$ cat config.mk
export PLATFORM = sky130hd
export DESIGN_NAME = fetch_r32i_flat
export DESIGN_NICKNAME = d
export VERILOG_FILES = /design/src/rtl/fetch_r32i_pkg.sv /design/src/rtl/fetch_r32i_if.sv /design/src/rtl/fetch_r32i_fifo.sv /design/src/rtl/fetch_r32i.sv /design/src/flat_wrapper.sv
export SDC_FILE = /design/constraint.sdc
export NUM_CORES = 1
export LEC_CHECK = 0
export CORE_MARGIN = 2
export CORE_UTILIZATION = 49
export CTS_CLUSTER_SIZE = 14
export DETAILED_ROUTE_END_ITERATION = 8
export GPL_TIMING_DRIVEN = 0
export PLACE_DENSITY = 0.87
export RECOVER_POWER = 25
export SLEW_MARGIN = 20
export SYNTH_ARGS = -nofsm -noshare
export SYNTH_HDL_FRONTEND = slang
export SYNTH_SLANG_ARGS = --single-unit
$ cat constraint.sdc
create_clock -name clock -period 4.45 [get_ports clock]
set_input_delay 0.89 -clock clock [delete_from_list [all_inputs] [get_ports clock]]
set_output_delay 0.89 -clock clock [all_outputs]
set_load 0.02 [all_outputs]
$ cat src/rtl/fetch_r32i_pkg.sv
// Shared types and constants for the RV32I fetch stage.
package fetch_pkg_r32i;

    typedef enum logic [1:0] {
        IDLE = 2'd0,
        REQ  = 2'd1,
        WAIT = 2'd2,
        DROP = 2'd3
    } fetch_state_t;

    localparam logic [31:0] NOP_INSTR = 32'h0000_0013;

    typedef struct packed {
        logic [31:0] addr;
        logic [31:0] instr;
    } entry_t;

endpackage

$ cat src/rtl/fetch_r32i_if.sv
// Instruction-memory req/gnt/rvalid bus between the fetch stage and memory.
interface fetch_r32i_if #(
    parameter int dataW = 32,
    parameter int addrW = 32
) ();
    logic             imem_req;
    logic [addrW-1:0] imem_addr;
    logic             imem_gnt;
    logic             imem_rvalid;
    logic [dataW-1:0] imem_rdata;

    modport master (output imem_req, imem_addr, input imem_gnt, imem_rvalid, imem_rdata);
    modport slave  (input imem_req, imem_addr, output imem_gnt, imem_rvalid, imem_rdata);
endinterface

$ cat src/rtl/fetch_r32i_fifo.sv
// Synchronous FIFO with clear, occupancy count and head output (Depth power of two).
module fetch_fifo_r32i #(
    parameter int Width = 64,
    parameter int Depth = 2
) (
    input  logic                   clock,
    input  logic                   reset,
    input  logic                   push,
    input  logic                   pop,
    input  logic                   clear,
    input  logic [Width-1:0]       wdata,
    output logic [Width-1:0]       head,
    output logic [$clog2(Depth):0] count,
    output logic                   empty
);
    localparam int PtrW = $clog2(Depth);
    localparam int CntW = PtrW + 1;

    logic [Width-1:0] mem [Depth];
    logic [PtrW-1:0]  wr_ptr, rd_ptr;
    logic             full, push_ok, pop_ok;

    assign empty   = (count == '0);
    assign full    = (count == CntW'(Depth));
    assign push_ok = push && !full && !clear;
    assign pop_ok  = pop && !empty && !clear;
    assign head    = mem[rd_ptr];

    // Pointers wrap naturally because Depth is a power of two.
    always_ff @(posedge clock or posedge reset) begin
        if (reset) begin
            wr_ptr <= '0;
            rd_ptr <= '0;
            count  <= '0;
        end else if (clear) begin
            wr_ptr <= '0;
            rd_ptr <= '0;
            count  <= '0;
        end else begin
            if (push_ok) wr_ptr <= wr_ptr + 1'b1;
            if (pop_ok)  rd_ptr <= rd_ptr + 1'b1;
            count <= count + CntW'(push_ok) - CntW'(pop_ok);
        end
    end

    always_ff @(posedge clock) begin
        if (push_ok) mem[wr_ptr] <= wdata;
    end

    a_no_overflow: assert property (@(posedge clock) disable iff (reset) !(push && full));

endmodule

$ cat src/rtl/fetch_r32i.sv
// RV32I fetch stage: one outstanding imem request, 2-entry buffer to decode.
// Build option FETCH_MISALIGN_CHECK_EN: refuse misaligned PCs and raise FetchErr.
//
// state | meaning
// IDLE  | no request outstanding, waiting for FetchEn and buffer space
// REQ   | imem_req high, address held until gnt
// WAIT  | granted, response will be written to the buffer
// DROP  | granted before a flush, next response is discarded
module fetch_r32i
    import fetch_pkg_r32i::*;
#(
    parameter int dataW    = 32,
    parameter int addrW    = 32,
    parameter int BufDepth = 2
) (
    input  logic             clock,
    input  logic             reset,
    input  logic [addrW-1:0] ProgAddr,
    input  logic             FetchEn,
    input  logic             Flush,
    fetch_r32i_if.master     imem,
    output logic [dataW-1:0] Instr,
    output logic [addrW-1:0] InstrAddr,
    output logic             InstrValid,
    input  logic             InstrReady,
    output logic             PcAdvance,
    output logic             FetchErr
);
    localparam int CntW = $clog2(BufDepth) + 1;

    fetch_state_t             state_q, state_d;
    logic [addrW-1:0]         addr_q, addr_d, aligned_addr;
    logic                     drop_q, drop_d;
    logic                     err_q, err_d;
    logic                     misaligned, space, space_after, push, pop, empty;
    logic [CntW-1:0]          count;
    logic [dataW+addrW-1:0]   head;

    assign aligned_addr = ProgAddr & ~addrW'(3);

`ifdef FETCH_MISALIGN_CHECK_EN
    assign misaligned = |ProgAddr[1:0];
    assign FetchErr   = err_q;
`else
    assign misaligned = 1'b0;
    assign FetchErr   = 1'b0;
`endif

    assign imem.imem_req  = (state_q == REQ);
    assign imem.imem_addr = addr_q;
    assign PcAdvance      = imem.imem_req && imem.imem_gnt;

    assign InstrValid = !empty;
    assign Instr      = empty ? dataW'(NOP_INSTR) : head[dataW+addrW-1 -: dataW];
    assign InstrAddr  = empty ? '0 : head[addrW-1:0];

    assign pop  = InstrValid && InstrReady && !Flush;
    assign push = (state_q == WAIT) && imem.imem_rvalid && !Flush;

    // An in-flight WAIT reserves a slot so its response always has room.
    assign space       = (int'(count) + int'(state_q == WAIT)) < BufDepth;
    assign space_after = (int'(count) + int'(push) - int'(pop)) < BufDepth;

    fetch_fifo_r32i #(.Width(dataW + addrW), .Depth(BufDepth)) u_buf (
        .clock (clock),
        .reset (reset),
        .push  (push),
        .pop   (pop),
        .clear (Flush),
        .wdata ({imem.imem_rdata, imem.imem_addr}),
        .head  (head),
        .count (count),
        .empty (empty)
    );

    always_comb begin
        state_d = state_q;
        addr_d  = addr_q;
        drop_d  = drop_q;
        err_d   = Flush ? 1'b0 : err_q;
        unique case (state_q)
            IDLE: begin
                if (!Flush && FetchEn && !err_q && space) begin
                    if (misaligned) begin
                        err_d = 1'b1;
                    end else begin
                        state_d = REQ;
                        addr_d  = aligned_addr;
                    end
                end
            end
            REQ: begin
                // The bus forbids withdrawing a request, so a flush is remembered until gnt.
                if (imem.imem_gnt) begin
                    state_d = (Flush || drop_q) ? DROP : WAIT;
                    drop_d  = 1'b0;
                end else if (Flush) begin
                    drop_d = 1'b1;
                end
            end
            WAIT: begin
                if (imem.imem_rvalid) begin
                    state_d = IDLE;
                    if (!Flush && FetchEn && !err_q && space_after) begin
                        if (misaligned) begin
                            err_d = 1'b1;
                        end else begin
                            state_d = REQ;
                            addr_d  = aligned_addr;
                        end
                    end
                end else if (Flush) begin
                    state_d = DROP;
                end
            end
            DROP: begin
                if (imem.imem_rvalid) state_d = IDLE;
            end
            default: state_d = IDLE;
        endcase
    end

    always_ff @(posedge clock or posedge reset) begin
        if (reset) begin
            state_q <= IDLE;
            addr_q  <= '0;
            drop_q  <= 1'b0;
            err_q   <= 1'b0;
        end else begin
            state_q <= state_d;
            addr_q  <= addr_d;
            drop_q  <= drop_d;
            err_q   <= err_d;
        end
    end

endmodule

$ cat src/flat_wrapper.sv
// flat-port wrapper written by rule: the top's interface ports become plain ports
module fetch_r32i_flat import fetch_pkg_r32i::*;
#(
    parameter int dataW    = 32,
    parameter int addrW    = 32,
    parameter int BufDepth = 2
)
  (clock, reset, ProgAddr, FetchEn, Flush, Instr, InstrAddr, InstrValid, InstrReady, PcAdvance, FetchErr, imem_imem_req, imem_imem_addr, imem_imem_gnt, imem_imem_rvalid, imem_imem_rdata);
  fetch_r32i_if #(.dataW(dataW), .addrW(addrW)) imem_i ();
  input  logic clock;
  input  logic reset;
  input  logic [addrW-1:0] ProgAddr;
  input  logic FetchEn;
  input  logic Flush;
  output logic [dataW-1:0] Instr;
  output logic [addrW-1:0] InstrAddr;
  output logic InstrValid;
  input  logic InstrReady;
  output logic PcAdvance;
  output logic FetchErr;
  output wire logic [$bits(imem_i.imem_req)-1:0] imem_imem_req;
  output wire logic [$bits(imem_i.imem_addr)-1:0] imem_imem_addr;
  input wire logic [$bits(imem_i.imem_gnt)-1:0] imem_imem_gnt;
  input wire logic [$bits(imem_i.imem_rvalid)-1:0] imem_imem_rvalid;
  input wire logic [$bits(imem_i.imem_rdata)-1:0] imem_imem_rdata;
  assign imem_imem_req = imem_i.imem_req;
  assign imem_imem_addr = imem_i.imem_addr;
  assign imem_i.imem_gnt = imem_imem_gnt;
  assign imem_i.imem_rvalid = imem_imem_rvalid;
  assign imem_i.imem_rdata = imem_imem_rdata;
  fetch_r32i #(.dataW(dataW), .addrW(addrW), .BufDepth(BufDepth)) u_core (.clock(clock), .reset(reset), .ProgAddr(ProgAddr), .FetchEn(FetchEn), .Flush(Flush), .imem(imem_i), .Instr(Instr), .InstrAddr(InstrAddr), .InstrValid(InstrValid), .InstrReady(InstrReady), .PcAdvance(PcAdvance), .FetchErr(FetchErr));
endmodule
# Word-level counts from Yosys, hierarchy flattened
# Memories as Yosys holds them, arrays and structs flattened.
# Cells that the tools add are included.
dict set report word_totals {
  output_inout_bits 100
  ramBits 128
  wordCells 74
  ff_bits 39
  mem_count 1
}
dict set report classes {
  n_lt_le_gt_ge 2
  add_sub_neg 7
  n_mux 23
  reduce_logical 25
  eq_ne 10
}
# name words width rd rd_ports_with_merged_regs write_ports line_no
set memory_table {}
lappend memory_table {u_core.u_buf.mem 2 64 1 0 1 fetch_r32i_fifo.sv:19} ;# logic [Width-1:0] mem [Depth];
# op n
set op_table {}
lappend op_table {{32-bit two-way mux} 5}
lappend op_table {{32-bit by 3-bit < comparator with 1-bit output, second input constant} 2}
lappend op_table {{32-bit one-hot mux with 2 select lines} 1}
lappend op_table {{32-bit by 2-bit subtractor with 32-bit output} 1}
lappend op_table {{1-bit logical AND} 12}
lappend op_table {{2-bit two-way mux} 6}
lappend op_table {{1-bit two-way mux} 10}
lappend op_table {{2-bit inequality test, second input constant} 4}
lappend op_table {{2-bit one-hot mux with 4 select lines} 1}
lappend op_table {{4-bit AND reduction} 2}
lappend op_table {{2-bit nonzero test} 4}
lappend op_table {{2-bit by 1-bit adder with 3-bit output} 2}
lappend op_table {{2-bit == test, second input constant} 3}
lappend op_table {{2-bit logical NOT} 2}
lappend op_table {{1-bit logical NOT} 3}
lappend op_table {{3-bit inequality test, second input constant} 1}
lappend op_table {{1-bit adder, second input constant} 2}
lappend op_table {{2-bit by 1-bit adder with 2-bit output} 1}
lappend op_table {{2-bit by 1-bit == test with 1-bit output, second input constant} 1}
lappend op_table {{2-bit by 1-bit inequality test with 1-bit output, second input constant} 1}
lappend op_table {{2-bit AND reduction} 1}
lappend op_table {{2-bit by 1-bit subtractor with 2-bit output} 1}
lappend op_table {{1-bit logical OR} 1}

# Depth between registers and ports, before layout
dict set report depth {
  word_depth 10
  mapped_depth 14
  mapped_depth_nobuf 12
}

# Modules after synthesis
# A second synthesis with hierarchy kept.
dict set report hier_totals {
  cells_unflattened 394
  hier_area_um2 6904.1
}
# mod area_per_inst_um2 n_inst seq_area_each_um2 cells_each
set by_module_without_submodules {}
lappend by_module_without_submodules {fetch_fifo_r32i 5067.4 1 3943.8 225}
lappend by_module_without_submodules {fetch_r32i 1836.8 1 825.8 169}

# Worst setup path after synthesis
# No wires, ideal clock.
dict set report synth_path {
  kind {input to register}
  from {input port Flush}
  to {memory u_core.u_buf.mem[0][10] (enable)}
  setup_ns 0.482
  required_time_ns 3.968
  stages 5
  arrival_time_ns 4.135
  path_buffers 1
  setup_slack_ns -0.168
  path_cell_list {buf_2 -> nor2_1 -> and3_1 -> o21ai_0 -> nor2_1}
}
dict set report synth_via {
  elab_chain_cells 6
}
# item line_no
set synth_rtl {}
lappend synth_rtl {{from (decl)} flat_wrapper.sv:14} ;# input logic Flush;
lappend synth_rtl {{1-bit logical NOT *} {fetch_r32i_fifo.sv:25, fetch_r32i.sv:58}}
lappend synth_rtl {{1-bit logical AND} fetch_r32i.sv:58} ;# assign push = (state_q == WAIT) && imem.imem_rvalid && !Flush;
lappend synth_rtl {{1-bit logical AND} fetch_r32i_fifo.sv:25} ;# assign push_ok = push && !full && !clear;
lappend synth_rtl {{1-bit logical AND *} fetch_r32i_fifo.sv:25}
lappend synth_rtl {{1-bit two-way mux *} fetch_r32i_fifo.sv:47} ;# if (push_ok) mem[wr_ptr] <= wdata;
lappend synth_rtl {{1-bit two-way mux (not written as such) *} fetch_r32i_fifo.sv:47}
lappend synth_rtl {{to (decl)} fetch_r32i_fifo.sv:19}
# Every way passes the cells marked *; elsewhere a longest branch is shown, timed or not.

# Worst setup path in the final report
dict set report layout_path {
  from {input port Flush}
  to {register u_core.addr_q[25], in the netlist u_core.imem.imem_addr[25]}
}
dict set report layout_via {
  elab_chain_cells 8
  elab_cells_between_ends 12
  cone_classes {add/sub (2); order compare (1); eq/ne (2); reduce/logical (7)}
}
# item line_no
set layout_rtl {}
lappend layout_rtl {{1-bit logical NOT *} n/a}
lappend layout_rtl {{1-bit logical AND} fetch_r32i.sv:58}
lappend layout_rtl {{2-bit by 1-bit adder with 3-bit output} fetch_r32i.sv:62} ;# assign space_after = (int'(count) + int'(push) - int'(pop)) < BufDepth;
lappend layout_rtl {{32-bit by 2-bit subtractor with 32-bit output} fetch_r32i.sv:62}
lappend layout_rtl {{32-bit by 3-bit < comparator with 1-bit output} fetch_r32i.sv:62}
lappend layout_rtl {{1-bit logical AND} fetch_r32i.sv:104} ;# if (!Flush && FetchEn && !err_q && space_after) begin
lappend layout_rtl {{2-bit inequality test (no source line)} n/a}
lappend layout_rtl {{4-bit AND reduction (no source line) *} n/a}
lappend layout_rtl {{to (signal assigned)} fetch_r32i.sv:131} ;# addr_q <= addr_d;
lappend layout_rtl {{to (decl)} fetch_r32i.sv:32} ;# logic [addrW-1:0] addr_q, addr_d, aligned_addr;
# Marked as above.
# A chain may end at the register's enable or synchronous reset.

==> results.ini <==
[sta]
layout_min_cycle_time_ns = 3.831
post-route-period-util = 0.8609
maxClockFrequency_mhz = 261.0
setup_viol = 0
tightestPinTransition_ns = 0.8714
final-max-slew-violation-count = 0
hold_ws_ns = 0.5012
final-hold-violation-count = 0
worst_slew_margin_rel = 0.4129
clock_skew_ns = 0.01090
grt_setup_unrepaired = false

[yosys]
seq_area_frac_synth = 0.7159
postSynthAreaPerCell_um2 = 16.48
synth-warning-count = 0
synthCells = 394
synth_edf_count = 124
netlist.top_cell.by_area = sky130_fd_sc_hd__edfxtp_1
count_of_unique_library_cells_instantiated_by_yosys = 33
netlist_top_cells_area = sky130_fd_sc_hd__edfxtp_1 (57%), sky130_fd_sc_hd__dfrtp_1 (14%), sky130_fd_sc_hd__mux2i_1 (9.7%)
synth_area_um2 = 6495
synthArstFlopShare = 0.2298
synth-main-ff-cell = sky130_fd_sc_hd__edfxtp_1
synth_top_area_share = 0.5733
yosys_register_bits = 161

[pwr]
leakage_uw = 0.003317
share_clk_of_total_power = 0.302
power.sequential.fraction = 0.424
p_int_uw = 3550
net-switching-power_uw = 1382
combinationalPowerShare = 0.274
swShare = 0.2801
power_per_cell_area_nw_per_um2 = 543.2
irDropWorstVdd_v = 0.0003748

[worst_setup_path]
setup.worst_path.class = input pin to register
critical_path_arrival_ns = 4.13
r2r-start = u_core.state_q[1]$_DFFE_PP0P_
critical_path_buf_inv_count = 3
critical_path_s_largest_stage_delay_ns = 0.49
critPathLaunch = Flush
critPathCaptureType = register
slowest_stage = sky130_fd_sc_hd__clkdlybuf4s50_1
critPathMaxFanout = 10
cp_num_cells = 13
timing.critical_path.max_delay_family = buffers and inverters
reg2reg_depth = 10
required_ns = 4.75
setup.worst_path.start_class = input pin
critical-path-top-cell-by-count = sky130_fd_sc_hd__ha_1
worstPathCellList = clkdlybuf4s50_1 -> buf_2 -> nor2_1 -> and3_1 -> ha_1 -> nor3_1 -> ha_1 -> ha_1 -> nand2b_1 -> a21oi_1 -> o31ai_4 -> buf_6 -> mux2_4

[routing]
post_drt_via_cell_ratio = 4.904
ant_nets = 0
initialDrtViolationCount = 188
detail_route.wirelength_um = 13290
firstDrtPassIters = 5
via_count = 3796
route.detailed.drc = 0
post_drt_wl_per_cell_um = 17.18

[floorplanning]
ios = 171
die_area_um2 = 14190
floorplan.initialDensity = 0.4964
chipHeight_um = 119.1
num_rows = 42
core-area_um2 = 13090
fp.dieW_um = 119.1

[finish]
post_route_cells_drive_above_1_share = 0.1407
area_growth_pct = 39.78
post-route-cell-area_um2 = 9079
finalNetCount = 664

[place]
detailedPlacementHpwl_um = 9213
finalWeightedCongestion = 0.7820
place.port_buffers = 163
detailed_place.area_um2 = 8472

[grt]
grt_max_degree = 38
first_global_vias = 3949
overflow = 0
grt_use_total = 0.1929
antenna_found_initial = 0
grt_first_pass_wirelength_um = 20370

[cts]
worstSkewPairLatency_ns = 0.42
cts_tree = built
cts_buffer_depth = 2
cts_hold_repair.buffers = 0
clock_sink_count = 161
cts-root-buf = sky130_fd_sc_hd__clkbuf_16
clkTransAtPathRegs_ns = 0.06
post-cts-setup-buffers = 0
cts_buffers = 17
cts-resized-gates = 0
htree_levels = 4

[min_path]
min_from = u_core.imem.imem_addr[15]$_DFFE_PP0P_
min_path_type = register to register
min_path_cells = 0

[status]
run_status = finished, final reports clean

[job]
maxCapViolCount = 0

-- synthesized netlist by cell type, drive strengths merged, types with 2 or more instances --
library cell	number
a21oi	3
buf	15
clkbuf	7
dfrtp	37
edfxtp	124
ha	8
inv	10
mux2	30
mux2i	63
nand2	4
nand2b	3
nor2	71
o21ai	3
o31ai	2
xor2	2
-- cell type report --
type                            count  area, um^2
Fill cell                         870        4006
Buffer                             22       132.6
Tap cell                          176       220.2
Antenna cell                        1       2.502
Timing Repair Buffer              167        1727
Multi-Input combinational cell    205        1705
Inverter                           10       37.54
Sequential cell                   161        4649
Clock buffer                       20       436.7
Clock inverter                     12       167.7
-- per-stage QoR --
step                      setup WS, ns  power (uW)  std cells    util  TNS, ns
after floorplan                -0.1678        2824        398       -   -20.81
after global placement          -2.119        3416        737  0.6390  -262.15
after detailed placement        0.2298        3474        741  0.6474        0
after CTS                       0.6380        4975        773  0.6936        0
after global routing            0.4170        5117        773  0.6936        0
final                           0.6191        4932        774  0.6938        0
-- path summary, 6_finish.rpt --
check,to,slack [ns]
min in group asynchronous,u_core.drop_q$_DFFE_PP0P_,0.95
hold reg to reg,u_core.u_buf.mem[1][15]$_DFFE_PP_,0.50
setup / recovery,u_core.imem.imem_addr[25]$_DFFE_PP0P_,0.62
hold / removal,u_core.u_buf.mem[1][15]$_DFFE_PP_,0.50
max in group asynchronous,u_core.imem.imem_addr[28]$_DFFE_PP0P_,2.99
setup reg to reg,u_core.imem.imem_addr[25]$_DFFE_PP0P_,1.42
-- per-layer routing --
| metal | GRT usage | wire length (um) | vias up |
|---|---|---|---|
| met4 | 0.07292 | 191 | 0 |
| met3 | 0.06082 | 761 | 13 |
| met1 | 0.2235 | 5499 | 1870 |
| li1 | - | - | 1792 |
| met5 | 0 | 0 | - |
| met2 | 0.3355 | 6841 | 121 |
-- sequential cells by signal, summed over array words and instances, names as in the netlist --
signal                 flops
u_core.state_q             2
u_core.u_buf.mem         124
u_core.u_buf.wr_ptr        1
u_core.u_buf.rd_ptr        1
u_core.u_buf.count         2
u_core.imem.imem_addr     30
u_core.drop_q              1
-- kinds of logic (layout without fill, tap and decap cells) --
logic type	after synthesis	in the layout	synth area share
DFF	161	161	0.7159
and+or+nand+nor	86	86	0.05818
muxes	93	93	0.1659
buffers and inverters	32	231	0.02620
AOI/OAI and AO/OA	9	9	0.01079
other	1	6	0.0005774
adders and majority gates	9	9	0.01849
xor gates and xnor gates	3	3	0.004046
-- placed cells by master, fill, tap and decap left out, types with 7 or more instances in the layout --
cell | Yosys | layout
sky130_fd_sc_hd__buf_2 | 7 | 7
sky130_fd_sc_hd__clkbuf_1 | 7 | 10
sky130_fd_sc_hd__clkbuf_16 | 0 | 17
sky130_fd_sc_hd__clkdlybuf4s50_1 | 0 | 141
sky130_fd_sc_hd__dfrtp_1 | 37 | 37
sky130_fd_sc_hd__dlygate4sd3_1 | 0 | 22
sky130_fd_sc_hd__edfxtp_1 | 124 | 124
sky130_fd_sc_hd__ha_1 | 8 | 8
sky130_fd_sc_hd__inv_1 | 10 | 9
sky130_fd_sc_hd__mux2_4 | 29 | 29
sky130_fd_sc_hd__mux2i_1 | 63 | 63
sky130_fd_sc_hd__nor2_1 | 70 | 68
-- worst register-to-register path: cells and delay by family (launching register included) --
kind	cells	cell delay, ns
adder cells (fa/ha/maj)	3	0.66
AND/OR/NAND/NOR	3	0.69
buffers and inverters	1	0.24
flip-flops	1	0.49
AO/OA/AOI/OAI	2	0.49
multiplexers	1	0.33
-- power by group through the flow --
stage | clock network [uW] | logic, uW | registers (uW)
after floorplan | 0 | 579 | 2240
after global placement | 0 | 1310 | 2100
after detailed placement | 0 | 1360 | 2120
after CTS | 1510 | 1370 | 2090
after global routing | 1580 | 1420 | 2120
final | 1490 | 1350 | 2090
Power figures use the tool's default switching activity.
==> patch 1 (config.mk and constraints unchanged) <==
`BufDepth` is set to 2 in 2 places; all go to 4.
--- a/src/rtl/fetch_r32i.sv
+++ b/src/rtl/fetch_r32i.sv
@@ -12,5 +12,5 @@
     parameter int dataW    = 32,
     parameter int addrW    = 32,
-    parameter int BufDepth = 2
+    parameter int BufDepth = 4
 ) (
     input  logic             clock,
--- a/src/flat_wrapper.sv
+++ b/src/flat_wrapper.sv
@@ -4,5 +4,5 @@
     parameter int dataW    = 32,
     parameter int addrW    = 32,
-    parameter int BufDepth = 2
+    parameter int BufDepth = 4
 )
   (clock, reset, ProgAddr, FetchEn, Flush, Instr, InstrAddr, InstrValid, InstrReady, PcAdvance, FetchErr, imem_imem_req, imem_imem_addr, imem_imem_gnt, imem_imem_rvalid, imem_imem_rdata);
Function: no difference found for any inputs over 4 cycles, from zero or initial values and one cycle with reset high; that may be too few to reach the edited logic, so the function may still have changed.
==> patch 1 against the original RTL <==
- sequential share of layout area rose by 7.1 points
- design area rose by 60%
- highest routed layer unchanged
- sequential cell count increased by 127
- largest power group unchanged
- core utilization is 5.6 points lower
- largest cell class unchanged
- combinational power is 140% higher
- clock skew shrank 0.0042 ns
- non-clock buffer count up 8
- synthesized area increased by 75%
- cell count increased by 36%
- synthesized cell count increased by 38%
- critical path type unchanged
- die area up 72%
- routed wire length increased by 64%
- power increased by 87%
- setup slack got worse by 0.27 ns
- critical endpoint is now u_core.imem.imem_addr[27]
==> patch 1: results (changes against the original RTL) <==
Min path
  • Hold/Removal Path Class: flop to flop
  • Worst hold start: u_core.drop_q
  • Hold Path Cell Cnt: 2 (+2)

Placement
  • Post-detailed-placement half-perimeter wirelength: 14.0 mm (+52%)
  • Cell total after placement: 999 (+35%)
  • Area after DPL: 13500 um2 (+60%)
  • Routability cong.: 0.706 (-9.8%)

Global routing
  • GR Util All Layers: 18.2% (-1.1 points)
  • Largest net degree at the start of global routing: 44 (+16%)
  • Number of global-route vias before repair: 6130 (+55%)
  • First-pass GRT wire length: 34.1 mm (+67%)
  • Initial antenna violation count: 0 (unchanged)

STA
  • Hold slack final: 0.499 ns (-0.00235 ns)
  • Worst-Margin Slew: 0.680 ns (-0.191 ns)
  • Final worst clock skew: 0.00671 ns (-0.00419 ns)

Layout
  • Share of layout cells above drive strength 1: 21.6% (+7.6 points)
  • FILL cells: 1553 (+79%)
  • Max reg flops: 248 (+100%)
  • Final nets: 827 (+25%)
  • Non-filler cells, final: 1052 (+36%)
  • Top reg by flops: u_core.u_buf.mem
  • # diodes: 0 (-1)

CTS
  • CTS resizes: 0 (unchanged)
  • Clock buffer depth: 3 (+1)
  • Clock latency on the worst-skew pair: 0.52 ns (+0.10 ns)
  • Post-CTS Setup Bufs: 0 (unchanged)
  • Clock H-tree levels: 1 (-3)
  • CTS Buf Count: 29 (+12)

Setup path
  • CP Data Arrival Time: 4.51 ns (+0.38 ns)
  • FF-to-FF setup slack: 0.78 ns (-0.64 ns)
  • R2R Path Start: u_core.state_q[1]
  • CP Launch Point: Flush
  • R2R depth: 13 (+3)

Route
  • Pre-antenna DRT Iters: 4 (-1)
  • Vias: 5636 (+48%)
  • Final wirelength: 21.9 mm (+64%)
  • Initial drt markers: 287 (+53%)

Power and ir drop
  • Maximum VDD drop: 0.000375 V (about the same)
  • Leakage: 5.00 nW (+51%)

Synthesis
  • Synth top cells by count: edfxtp_1, and2_1, mux4_2
  • Post-Syn Instances: 542 (+38%)
  • Sequential-to-total area share from yosys stat: 74.2% (+2.7 points)
  • Distinct cells, synth: 41 (+24%)
  • Yosys Warn Count: 0 (unchanged)
  • Synth area leaders: edfxtp_1, mux4_2, dfrtp_1, mux2_4, and2_1
  • Number of flops mapped to enable cells by yosys: 248 (+100%)
  • Post-synth ARST share: 13.9% (-9.1 points)

Run status
  • Status: finished clean
-- patch 1: changes by cell type after synthesis, moves of 3 or more --
| cell | change |
|---|---|
| and2_1 | +63 |
| clkbuf_1 | +5 |
| dfrtp_1 | +3 |
| edfxtp_1 | +124 |
| mux2i_1 | -62 |
| mux4_2 | +62 |
| nor2_1 | -61 |
| nor2b_1 | +3 |
| or2_2 | +3 |
-- patch 1: worst paths after layout --
kind,end
setup / recovery,u_core.imem.imem_addr[27]
hold / removal,u_core.drop_q
setup reg to reg,u_core.imem.imem_addr[27]
hold reg to reg,u_core.drop_q
max in group asynchronous,u_core.imem.imem_addr[19]
min in group asynchronous,u_core.imem.imem_addr[30]
-- patch 1: area by class of cell --
| cell class | instances | area [um2] | area share, % |
|---|---|---|---|
| plain buffers | 29 | 159 | 1.10 |
| clock buffers | 40 | 807 | 5.57 |
| clock inverters | 13 | 159 | 1.10 |
| inverters | 10 | 37.5 | 0.259 |
| multi-input cells | 219 | 2760 | 19.1 |
| flip-flops and latches | 288 | 8450 | 58.3 |
| well taps | 285 | 357 | 2.46 |
| repair buffers | 168 | 1750 | 12.1 |
-- patch 1: power breakdown --
part / internal, mW / leakage, nW / switching, mW / total, mW
logic: 1.64 / 1.81 / 1.55 / 3.18
clock network: 1.49 / 0.466 / 0.938 / 2.42
registers: 3.33 / 2.72 / 0.281 / 3.61
total: 6.46 / 5.00 / 2.77 / 9.22
-- patch 1: logic make-up after synthesis --
logic type	count (synthesis)	share of synthesized area, %
AOI/OAI and AO/OA	10	0.891
xor gates and xnor gates	4	0.308
adders and majority gates	11	1.28
buffers and inverters	39	1.73
DFF	288	74.2
muxes	94	16.4
other	1	0.0330
and+or+nand+nor	95	5.11
-- patch 1: per-layer routing --
| layer | routed length (um) | track usage (%) |
|---|---|---|
| met1 | 9300 | 24.9 |
| met2 | 11000 | 31.3 |
| met3 | 1220 | 2.88 |
| met4 | 311 | 4.02 |
| met5 | 0 | 0 |
-- patch 1: through the flow --
step	setup slack (ns)	utilization [%]
after floorplan	0.876	-
after global placement	-0.792	58.9
after detailed placement	-0.144	59.5
after CTS	0.391	63.8
after global routing	0.251	63.8
final	0.345	63.8
-- patch 1: worst max-delay path: stages --
cell	delay (ns)
clkdlybuf4s50_1	0.60
nand3b_1	0.17
inv_1	0.05
ha_1	0.19
ha_1	0.29
or3_1	0.41
nor3_1	0.22
ha_1	0.27
nand3b_1	0.14
a311oi_2	0.08
o41ai_4	0.56
buf_6	0.28
mux2_4	0.32
==> patch 2 (same flow settings) <==
Without the edit above. Reset style: synchronous (`reset`), changed in 2 clocked blocks.
--- a/src/rtl/fetch_r32i_fifo.sv
+++ b/src/rtl/fetch_r32i_fifo.sv
@@ -28,5 +28,5 @@
 
     // Pointers wrap naturally because Depth is a power of two.
-    always_ff @(posedge clock or posedge reset) begin
+    always_ff @(posedge clock) begin
         if (reset) begin
             wr_ptr <= '0;
--- a/src/rtl/fetch_r32i.sv
+++ b/src/rtl/fetch_r32i.sv
@@ -121,5 +121,5 @@
     end
 
-    always_ff @(posedge clock or posedge reset) begin
+    always_ff @(posedge clock) begin
         if (reset) begin
             state_q <= IDLE;
Function: differs if reset is asserted again (counterexample within 4 cycles, from zero or initial values and one cycle with reset high); with reset held inactive, the same outputs for 4 cycles.
==> patch 2 against the original RTL <==
- sequential cell count up 1
- synthesized area up 8.3%
- design area up 5.9%
- global-route usage up 5.0 points
- cell count up 21%
- synthesized cell count up 41%
- critical endpoint is now u_core.imem.imem_addr[7]
- hold slack better by 0.028 ns
- routed wire length up 40%
- largest cell class unchanged
- die area up 8.0%
- register-to-register slack worse by 0.55 ns
- setup slack worse by 0.097 ns
Power is not compared: it rests on default switching activity, and its combinational part moved more than twofold at a synthesized area within 25%.
==> patch 2: results (changes against the original RTL) <==
Layout
  • Max reg flops: 124 (unchanged)
  • FILL cells: 930 (+6.9%)
  • Share of layout cells above drive strength 1: 8.31% (-5.8 points)
  • Final nets: 825 (+24%)
  • # diodes: 0 (-1)

Global routing
  • GR Util All Layers: 24.3% (+5.0 points)
  • Largest net degree at the start of global routing: 20 (-47%)
  • Number of global-route vias before repair: 5561 (+41%)
  • First-pass GRT wire length: 27.9 mm (+37%)

CTS
  • CTS clock-pin slew for the worst setup and hold paths: 0.07 ns
  • Clock buffer depth: 2 (unchanged)
  • Clock latency on the worst-skew pair: 0.43 ns
  • Post-CTS Setup Bufs: 0 (unchanged)
  • Root Driver: clkbuf_16

Setup path
  • CP max-delay cell: clkdlybuf4s50_1
  • CP Launch Point: imem_imem_rvalid
  • R2R Path Start: u_core.state_q[1]
  • Slowest stage delay, CP: 0.56 ns (+0.07 ns)
  • CP Data Arrival Time: 4.26 ns (+0.13 ns)
  • Worst-path fanout max: 10 (unchanged)

Route
  • Initial drt markers: 529 (+180%)
  • Met3 wire len: 1.74 mm (+130%)
  • Wire length on met1: 7.14 mm (+30%)
  • Avg WL per Cell: 19.9 um (+16%)
  • Pre-antenna DRT Iters: 5 (unchanged)
  • Via density: 5.93 (+21%)
  • Met2 Wirelength: 9.12 mm (+33%)

Synthesis
  • Post-synthesis compound-gate area fraction: 9.41% (+8.3 points)
  • Sequential-to-total area share from yosys stat: 63.7% (-7.8 points)
  • Synth top cells by count: edfxtp_1, nor2_1, mux2i_1
  • Synth area leaders: edfxtp_1, dfxtp_1, mux2i_1, a31oi_1, nor2_1
  • Multiplexer area fraction after synthesis: 8.82% (-7.8 points)
  • Synth top area share: 52.9% (-4.4 points)
  • Post-synth ARST share: 0% (-23 points)
  • Post-synthesis xor/xnor area fraction: 0.498% (+0.093 points)
  • Distinct cells, synth: 38 (+15%)
  • Synth Area in Adders: 1.71% (-0.14 points)

Power and ir drop
  • Maximum VDD drop: 0.000240 V
  • Leakage: 3.20 nW

Placement
  • Post-detailed-placement half-perimeter wirelength: 12.9 mm (+40%)
  • Placement Setup Slack: 0.206 ns (-0.0236 ns)
  • I/O Buffers: 162 (-0.61%)
  • Routability cong.: 0.897 (+15%)

STA
  • Final worst clock skew: 0.0140 ns (+0.00309 ns)
  • Slew headroom: 55.9% (+15 points)

Min path
  • Worst hold start: u_core.imem.imem_addr[14]

Run status
  • Status: finished clean
patch 2: changes by cell type after synthesis, moves of 8 or more:
cell	before	now
a31oi_1	0	60
clkbuf_1	7	25
mux2_4	29	0
nand4_1	0	31
dfrtp_1	37	0
buf_2	7	15
o211ai_1	0	31
and3_1	1	31
dfxtp_1	0	38
patch 2: final cells by class:
type | count | share of cell area (%)
Sequential cell | 162 | 46.6
Multi-Input combinational cell | 332 | 23.6
Timing Repair Buffer | 168 | 18.6
Clock buffer | 18 | 4.46
Buffer | 55 | 2.85
Tap cell | 180 | 2.34
Clock inverter | 14 | 1.12
Inverter | 9 | 0.351
patch 2: kinds of logic after synthesis:
kind of cell,Yosys count
DFF,162
AOI/OAI and AO/OA,99
xor gates and xnor gates,4
other,1
and+or+nand+nor,153
buffers and inverters,64
adders and majority gates,9
muxes,62
patch 2: report_power, final:
group	internal [mW]	total [mW]	switching, mW	leakage [nW]
sequential	1.68	1.73	0.0512	1.42
clock	0.720	1.32	0.599	0.256
combinational	0.167	0.361	0.194	1.51
patch 2: final timing paths:
check / to / slack, ns / depth (start not counted)
hold reg to reg: u_core.u_buf.mem[0][14] / 0.53 / 0
hold / removal: u_core.u_buf.mem[0][14] / 0.53 / 0
setup / recovery: u_core.imem.imem_addr[7] / 0.52 / 15
setup reg to reg: u_core.imem.imem_addr[7] / 0.87 / 15
patch 2: metrics by stage:
stage	cell area (um2)	hold slack [ns]	std cells
2_1_floorplan	7050	0.484	558
3_3_place_gp	8900	0.494	900
3_5_place_dp	9080	0.507	906
4_1_cts	9610	0.524	938
5_1_grt	9610	0.534	938
6_report	9610	0.529	938
patch 2: metal layers:
metal,GRT usage (%),vias to the layer above
met5,0,-
met2,40.2,330
met1,28.5,2647
met4,12.9,0
met3,7.28,75
li1,-,2507
